## config.mk

```make
export PLATFORM = sky130hd
export DESIGN_NAME = instruction_decode
export DESIGN_NICKNAME = d
export VERILOG_FILES = /design/src/rtl/instruction_decode.sv
export SDC_FILE = /design/constraint.sdc
export NUM_CORES = 2
export LEC_CHECK = 0
export BUFFER_PORTS_ARGS = -buffer_cell sky130_fd_sc_hd__buf_4
export CAP_MARGIN = 20
export CORE_UTILIZATION = 62
export DETAILED_ROUTE_END_ITERATION = 16
export PLACE_DENSITY = 0.76
export SETUP_SLACK_MARGIN = 0.3
export SLEW_MARGIN = 20
export SYNTH_ARGS = -nofsm -noshare
export SYNTH_HDL_FRONTEND = slang
export SYNTH_SLANG_ARGS = --single-unit
```

## constraint.sdc

```tcl
create_clock -name clk -period 2.9 [get_ports clk]
set_clock_uncertainty 0.15 [all_clocks]
set_input_delay 0.29 -clock clk [delete_from_list [all_inputs] [get_ports clk]]
set_output_delay 0.29 -clock clk [all_outputs]
set_load 0.02 [all_outputs]
```

## src/rtl/instruction_decode.sv

```systemverilog
`default_nettype none
// ============================================================================
// Module      : instruction_decode
// Description : RV32I ID stage: register file, immediate generation, control
//               decode, load-use stall and the ID/EX pipeline registers.
// Revision    : 1.0 - initial release
// ============================================================================
module instruction_decode #(
    parameter int XLEN       = 32,
    parameter int REG_ADDR_W = 5
) (
    input  logic                  clk,
    input  logic                  reset,
    input  logic                  flush_pipe,
    input  logic [31:0]           if_id_pc,
    input  logic [31:0]           if_id_instr,
    input  logic                  wb_reg_write,
    input  logic [REG_ADDR_W-1:0] wb_rd,
    input  logic [XLEN-1:0]       wb_data,
    input  logic                  id_ex_mem_read_in,
    input  logic [REG_ADDR_W-1:0] id_ex_rd_in,
    output logic                  pc_write,
    output logic                  if_id_write,
    output logic [31:0]           id_ex_pc,
    output logic [XLEN-1:0]       id_ex_rs1_data,
    output logic [XLEN-1:0]       id_ex_rs2_data,
    output logic [XLEN-1:0]       id_ex_imm,
    output logic [REG_ADDR_W-1:0] id_ex_rs1,
    output logic [REG_ADDR_W-1:0] id_ex_rs2,
    output logic [REG_ADDR_W-1:0] id_ex_rd,
    output logic [2:0]            id_ex_funct3,
    output logic                  id_ex_funct7b5,
    output logic                  id_ex_reg_write,
    output logic                  id_ex_mem_read,
    output logic                  id_ex_mem_write,
    output logic                  id_ex_mem_to_reg,
    output logic                  id_ex_alu_src,
    output logic                  id_ex_branch,
    output logic [1:0]            id_ex_alu_op
);

    localparam int          c_NREGS    = 1 << REG_ADDR_W;
    localparam logic [6:0]  c_OP_R     = 7'b0110011;
    localparam logic [6:0]  c_OP_IALU  = 7'b0010011;
    localparam logic [6:0]  c_OP_LOAD  = 7'b0000011;
    localparam logic [6:0]  c_OP_STORE = 7'b0100011;
    localparam logic [6:0]  c_OP_BR    = 7'b1100011;
    localparam logic [1:0]  c_ALU_ADD  = 2'b00;
    localparam logic [1:0]  c_ALU_BR   = 2'b01;
    localparam logic [1:0]  c_ALU_R    = 2'b10;
    localparam logic [1:0]  c_ALU_I    = 2'b11;

    // Instruction fields
    logic [6:0]            w_opcode;
    logic [REG_ADDR_W-1:0] w_rs1;
    logic [REG_ADDR_W-1:0] w_rs2;
    logic [REG_ADDR_W-1:0] w_rd;
    logic [2:0]            w_funct3;
    logic                  w_funct7b5;

    assign w_opcode   = if_id_instr[6:0];
    assign w_rs1      = if_id_instr[15 +: REG_ADDR_W];
    assign w_rs2      = if_id_instr[20 +: REG_ADDR_W];
    assign w_rd       = if_id_instr[7 +: REG_ADDR_W];
    assign w_funct3   = if_id_instr[14:12];
    assign w_funct7b5 = if_id_instr[30];

    // Register file
    logic [XLEN-1:0] r_regs [c_NREGS];
    logic            w_wb_en;
    logic [XLEN-1:0] w_rs1_data;
    logic [XLEN-1:0] w_rs2_data;

    assign w_wb_en = wb_reg_write && (wb_rd != '0);

    always_ff @(posedge clk) begin
        if (reset) begin
            for (int i = 0; i < c_NREGS; i++) begin
                r_regs[i] <= '0;
            end
        end else if (w_wb_en) begin
            r_regs[wb_rd] <= wb_data;
        end
    end

    // Write-through lets an instruction see the value being written back this cycle
    always_comb begin
        if (w_rs1 == '0) begin
            w_rs1_data = '0;
        end else if (w_wb_en && (wb_rd == w_rs1)) begin
            w_rs1_data = wb_data;
        end else begin
            w_rs1_data = r_regs[w_rs1];
        end
    end

    always_comb begin
        if (w_rs2 == '0) begin
            w_rs2_data = '0;
        end else if (w_wb_en && (wb_rd == w_rs2)) begin
            w_rs2_data = wb_data;
        end else begin
            w_rs2_data = r_regs[w_rs2];
        end
    end

    // Immediate formats, sign-extended from instr[31]
    logic [XLEN-1:0] w_imm_i;
    logic [XLEN-1:0] w_imm_s;
    logic [XLEN-1:0] w_imm_b;

    assign w_imm_i = {{(XLEN-12){if_id_instr[31]}}, if_id_instr[31:20]};
    assign w_imm_s = {{(XLEN-12){if_id_instr[31]}}, if_id_instr[31:25], if_id_instr[11:7]};
    assign w_imm_b = {{(XLEN-13){if_id_instr[31]}}, if_id_instr[31], if_id_instr[7],
                      if_id_instr[30:25], if_id_instr[11:8], 1'b0};

    // Main control decoder
    logic            w_reg_write;
    logic            w_mem_read;
    logic            w_mem_write;
    logic            w_mem_to_reg;
    logic            w_alu_src;
    logic            w_branch;
    logic [1:0]      w_alu_op;
    logic [XLEN-1:0] w_imm;
    logic            w_use_rs1;
    logic            w_use_rs2;

    always_comb begin
        w_reg_write  = 1'b0;
        w_mem_read   = 1'b0;
        w_mem_write  = 1'b0;
        w_mem_to_reg = 1'b0;
        w_alu_src    = 1'b0;
        w_branch     = 1'b0;
        w_alu_op     = c_ALU_ADD;
        w_imm        = '0;
        w_use_rs1    = 1'b0;
        w_use_rs2    = 1'b0;
        case (w_opcode)
            c_OP_R: begin
                w_reg_write = 1'b1;
                w_alu_op    = c_ALU_R;
                w_use_rs1   = 1'b1;
                w_use_rs2   = 1'b1;
            end
            c_OP_IALU: begin
                w_reg_write = 1'b1;
                w_alu_src   = 1'b1;
                w_alu_op    = c_ALU_I;
                w_imm       = w_imm_i;
                w_use_rs1   = 1'b1;
            end
            c_OP_LOAD: begin
                w_reg_write  = 1'b1;
                w_mem_read   = 1'b1;
                w_mem_to_reg = 1'b1;
                w_alu_src    = 1'b1;
                w_alu_op     = c_ALU_ADD;
                w_imm        = w_imm_i;
                w_use_rs1    = 1'b1;
            end
            c_OP_STORE: begin
                w_mem_write = 1'b1;
                w_alu_src   = 1'b1;
                w_alu_op    = c_ALU_ADD;
                w_imm       = w_imm_s;
                w_use_rs1   = 1'b1;
                w_use_rs2   = 1'b1;
            end
            c_OP_BR: begin
                w_branch  = 1'b1;
                w_alu_op  = c_ALU_BR;
                w_imm     = w_imm_b;
                w_use_rs1 = 1'b1;
                w_use_rs2 = 1'b1;
            end
            default: begin
                w_alu_op = c_ALU_ADD;
            end
        endcase
    end

    // Load-use hazard: only operands the instruction actually reads can stall it
    logic w_hazard;

    assign w_hazard = id_ex_mem_read_in && (id_ex_rd_in != '0) &&
                      ((w_use_rs1 && (id_ex_rd_in == w_rs1)) ||
                       (w_use_rs2 && (id_ex_rd_in == w_rs2)));

    assign pc_write    = ~w_hazard;
    assign if_id_write = ~w_hazard;

    // ID/EX pipeline registers; flush and bubble both clear every field
    always_ff @(posedge clk) begin
        if (reset || flush_pipe || w_hazard) begin
            id_ex_pc         <= '0;
            id_ex_rs1_data   <= '0;
            id_ex_rs2_data   <= '0;
            id_ex_imm        <= '0;
            id_ex_rs1        <= '0;
            id_ex_rs2        <= '0;
            id_ex_rd         <= '0;
            id_ex_funct3     <= '0;
            id_ex_funct7b5   <= 1'b0;
            id_ex_reg_write  <= 1'b0;
            id_ex_mem_read   <= 1'b0;
            id_ex_mem_write  <= 1'b0;
            id_ex_mem_to_reg <= 1'b0;
            id_ex_alu_src    <= 1'b0;
            id_ex_branch     <= 1'b0;
            id_ex_alu_op     <= '0;
        end else begin
            id_ex_pc         <= if_id_pc;
            id_ex_rs1_data   <= w_rs1_data;
            id_ex_rs2_data   <= w_rs2_data;
            id_ex_imm        <= w_imm;
            id_ex_rs1        <= w_rs1;
            id_ex_rs2        <= w_rs2;
            id_ex_rd         <= w_rd;
            id_ex_funct3     <= w_funct3;
            id_ex_funct7b5   <= w_funct7b5;
            id_ex_reg_write  <= w_reg_write;
            id_ex_mem_read   <= w_mem_read;
            id_ex_mem_write  <= w_mem_write;
            id_ex_mem_to_reg <= w_mem_to_reg;
            id_ex_alu_src    <= w_alu_src;
            id_ex_branch     <= w_branch;
            id_ex_alu_op     <= w_alu_op;
        end
    end

endmodule
`default_nettype wire

```

==> impl_metrics.tcl <==
set metrics [dict create \
    syn-cell-area_um2 59570 \
    yosysWarnings 0 \
    largest_reg_flops 1024 \
    critPathMaxFanout 19 \
    ys_ff_latch 1159 \
    hold_path_class "in2reg" \
    seq_power_share_pct 49.3 \
    globalRouteOverflowTotal 0 \
    drv_cap 0 \
    fin_hold_ws_ns 0.09110 \
    wire_per_inst_um 32.84 \
    path_class "in2out" \
    synthCells 4364 \
    dpl.cell_count 5741 \
    finalSetupViolations 0 \
    power.net_switching_mw 9.981 \
    crit_required_ns 2.46 \
    critPathBufInv 3 \
    die_area_um2 97320 \
    place_area_um2 64420 \
    max_freq_ghz 0.3905 \
    slowest_delay_ns 0.53 \
    r2r_slack_ns 0.47 \
    drt_iter0_drc 7274 \
    combPwrFrac_pct 12.7 \
    ys_types 57 \
    clkPwrFrac_pct 38.1 \
    track_usage_pct 40.57 \
    wl_mm 199.0 \
    arrival_ns 2.12 \
    tns_ns 0 \
    fp.dieH_um 312.0 \
    insertion_delay_ns 0.74 \
    row_count 113 \
    synthFlopType "edfxtp_1" \
    cts_root_buf "clkbuf_16" \
    fp.dieW_um 312.0 \
    seq_area_frac_synth_pct 56.16 \
    path_cells "dlygate4sd3_1 -> buf_4 -> nand2b_1 -> a21oi_2 -> a2bb2oi_4 -> or2_4 -> buf_4" \
    period_share_pct 88.32 \
    status "complete, no violations" \
    vdd_drop_max_v 0.0004963 \
    vias 42390 \
    rsz0062_at_grt "false" \
    path_delay_family "buffers and inverters" \
    regMostFlops "r_regs" \
    crit_path_top_delay_cell "dlygate4sd3_1" \
    slew_headroom_pct 28.90 \
    postSynth.asyncResetShare_pct 0 \
    synthToLayoutAreaGrowth_pct 16.23 \
    startpoint_type "input pin" \
    nets 4803 \
    fp.coreArea_um2 95150 \
    drc 0 \
    p_int_mw 29.72 \
    hold_viol_final 0 \
    cts.clk_slew.worst_paths_ns 0.06 \
    postLayoutSetupSlackWorst_ns 0.3389 \
    layout-drive-gt1-share_pct 28.70 \
    dp_slack_ns 0.05543 \
    post-dp-hpwl_mm 125.6 \
    cts_buffer_depth 3 \
    post_cts_buffers 0 \
    grt_pass1_vias 41450 \
    final_core_util_pct 72.77 \
    layout.cells.non_filler 6062 \
    gp_congestion 0.9681 \
    grt_antenna_before_repair 6 \
    p_leak_nw 25.32 \
    io_buffers 267 \
    cp_common_cell "buf_4" \
    endpoint_kind "output port" \
    cts_tree "yes" \
    fill_cells 5932 \
    cts_buffers 116 \
    p_per_area_nw_per_um2 573.4 \
    design_area_um2 69240 \
    synth-edff-count 1024 \
    htreeDepth 3 \
    grt_max_degree 52 \
    period_needed_ns 2.561 \
    clock-sinks 1159 \
    initial_core_util_pct 62.60 \
    slew_violations 0 \
    first_pass_iters 6 \
    tightest_slew_ns 1.064 \
    grt_pass1_wl_mm 283.7 \
    num_io_pins 268 \
    p_sw_share_pct 25.14 \
    avgSynthCellArea_um2 13.65 \
    ant_nets 0 \
    p_total_mw 39.70 \
    avgViaCountPerCell 6.992 \
]
[cell families after synthesis]
| kind of cell | share of synthesized area (%) |
|---|---|
| XOR/XNOR | 0.2941 |
| AND/OR/NAND/NOR | 15.12 |
| buffers and inverters | 3.751 |
| other | 0.006295 |
| flip-flops | 56.16 |
| AO/OA/AOI/OAI | 5.913 |
| multiplexers | 18.76 |
[synth_stat cells, types with 8 or more instances]
master	number	area, µm²
dfxtp_1	135	2703
a21o_1	9	67.56
buf_1	16	60.06
a2bb2oi_1	9	78.83
buf_4	43	322.8
mux2_2	226	2545
xor2_1	13	113.9
mux2i_1	160	1602
nand2_1	57	214.0
and3_1	51	319.1
a22o_1	8	70.07
o221ai_1	32	280.3
o21ai_1	12	60.06
nand3_1	15	75.07
nor3b_1	9	67.56
o21ai_0	73	365.4
nor2b_1	70	437.9
buf_6	9	101.4
nor4_1	68	425.4
nor2_1	125	469.2
buf_2	78	390.4
mux4_2	312	7027
edfxtp_1	1024	30750
a2111oi_1	10	100.1
nor3_1	68	340.3
a22oi_1	78	585.6
and2_1	994	6218
or2_2	34	212.7
a221oi_1	16	140.1
clkbuf_1	327	1227
a21oi_1	24	120.1
a211oi_1	80	600.6
o22ai_1	95	594.3
a2111oi_2	19	285.3
[power groups by stage]
stage | Sequential (mW) | Clock (mW) | Combinational, mW
floorplan | 19.8 | 0 | 2.72
global placement | 19.8 | 0 | 4.67
detailed placement | 19.9 | 0 | 4.72
CTS | 19.5 | 15.1 | 4.86
global route | 19.6 | 15.7 | 5.16
finish | 19.6 | 15.1 | 5.03
[repair_timing]
item	CTS	global route
resized for setup	1	6
hold endpoints to repair	1014	0
endpoints found under the setup margin	2	38
hold buffers	97	0
pin swaps	0	1
gates cloned	0	1
[worst register-to-register path: stages, from the launching register on]
cell and delay, ns:
edfxtp_1 0.42, mux4_2 0.48, mux4_2 0.56, a2bb2oi_1 0.17, buf_4 0.22, o221ai_1 0.07, a2111oi_1 0.11, buf_4 0.14
[path summary, 6_finish.rpt]
check,from,endpoint,cells past startpoint
worst max-delay path,if_id_instr[4],pc_write,7
worst min-delay path,if_id_instr[15],id_ex_rs1_data[9]$_SDFF_PP0_,4
worst max register to register,r_regs[31][18]$_SDFFCE_PN0P_,id_ex_rs1_data[18]$_SDFF_PP0_,7
worst min register to register,r_regs[17][11]$_SDFFCE_PN0P_,id_ex_rs1_data[11]$_SDFF_PP0_,5
[routing by layer]
metal / vias to the layer above / routed length (µm) / global-route usage, % / share of wire, %
li1: 17080 / - / - / -
met1: 20860 / 67460 / 52.46 / 34
met2: 3760 / 89960 / 61.65 / 45
met3: 684 / 31310 / 14.11 / 16
met4: 4 / 10280 / 19.50 / 5.2
met5: - / 31 / 0 / 0.016
[placed cells by master (no fill, tap or decap), types with 8 or more instances in the layout]
cell,netlist,routed
or2_2,34,34
nor4_1,68,67
clkinv_1,1,29
dfxtp_1,135,135
a21oi_1,24,23
nand2_1,57,56
o21ai_0,73,73
dlygate4sd3_1,0,97
mux2i_1,160,160
o22ai_1,95,95
o21ai_1,12,11
nor3_1,68,68
buf_12,6,78
nor2_2,0,29
and2_1,994,994
a2111oi_1,10,10
a21o_1,9,9
edfxtp_1,1024,1024
nand3_1,15,15
nor3b_1,9,8
nor2_1,125,91
buf_4,43,477
and3_1,51,51
xor2_1,13,13
a221oi_1,16,16
a22oi_1,78,78
a2bb2oi_1,9,8
o221ai_1,32,32
bufinv_16,0,8
a22o_1,8,8
clkbuf_16,0,120
clkinv_2,0,24
mux2_2,226,226
clkbuf_8,0,9
a211oi_1,80,80
nor2b_1,70,69
mux4_2,312,312
conb_1,1,32
a2111oi_2,19,19
clkbuf_1,327,22
[layout make-up]
class / instances / area, µm² / area share (%)
clock inverter: 67 / 574.3 / 0.8294
clock buffer: 153 / 3222 / 4.653
multi-input combinational: 2755 / 24200 / 34.95
tap: 1265 / 1583 / 2.286
sequential: 1159 / 33450 / 48.31
inverter: 2 / 7.507 / 0.01084
antenna: 3 / 7.507 / 0.01084
timing repair buffer: 658 / 6196 / 8.949
No activity file was read; power rests on OpenSTA's default activity.
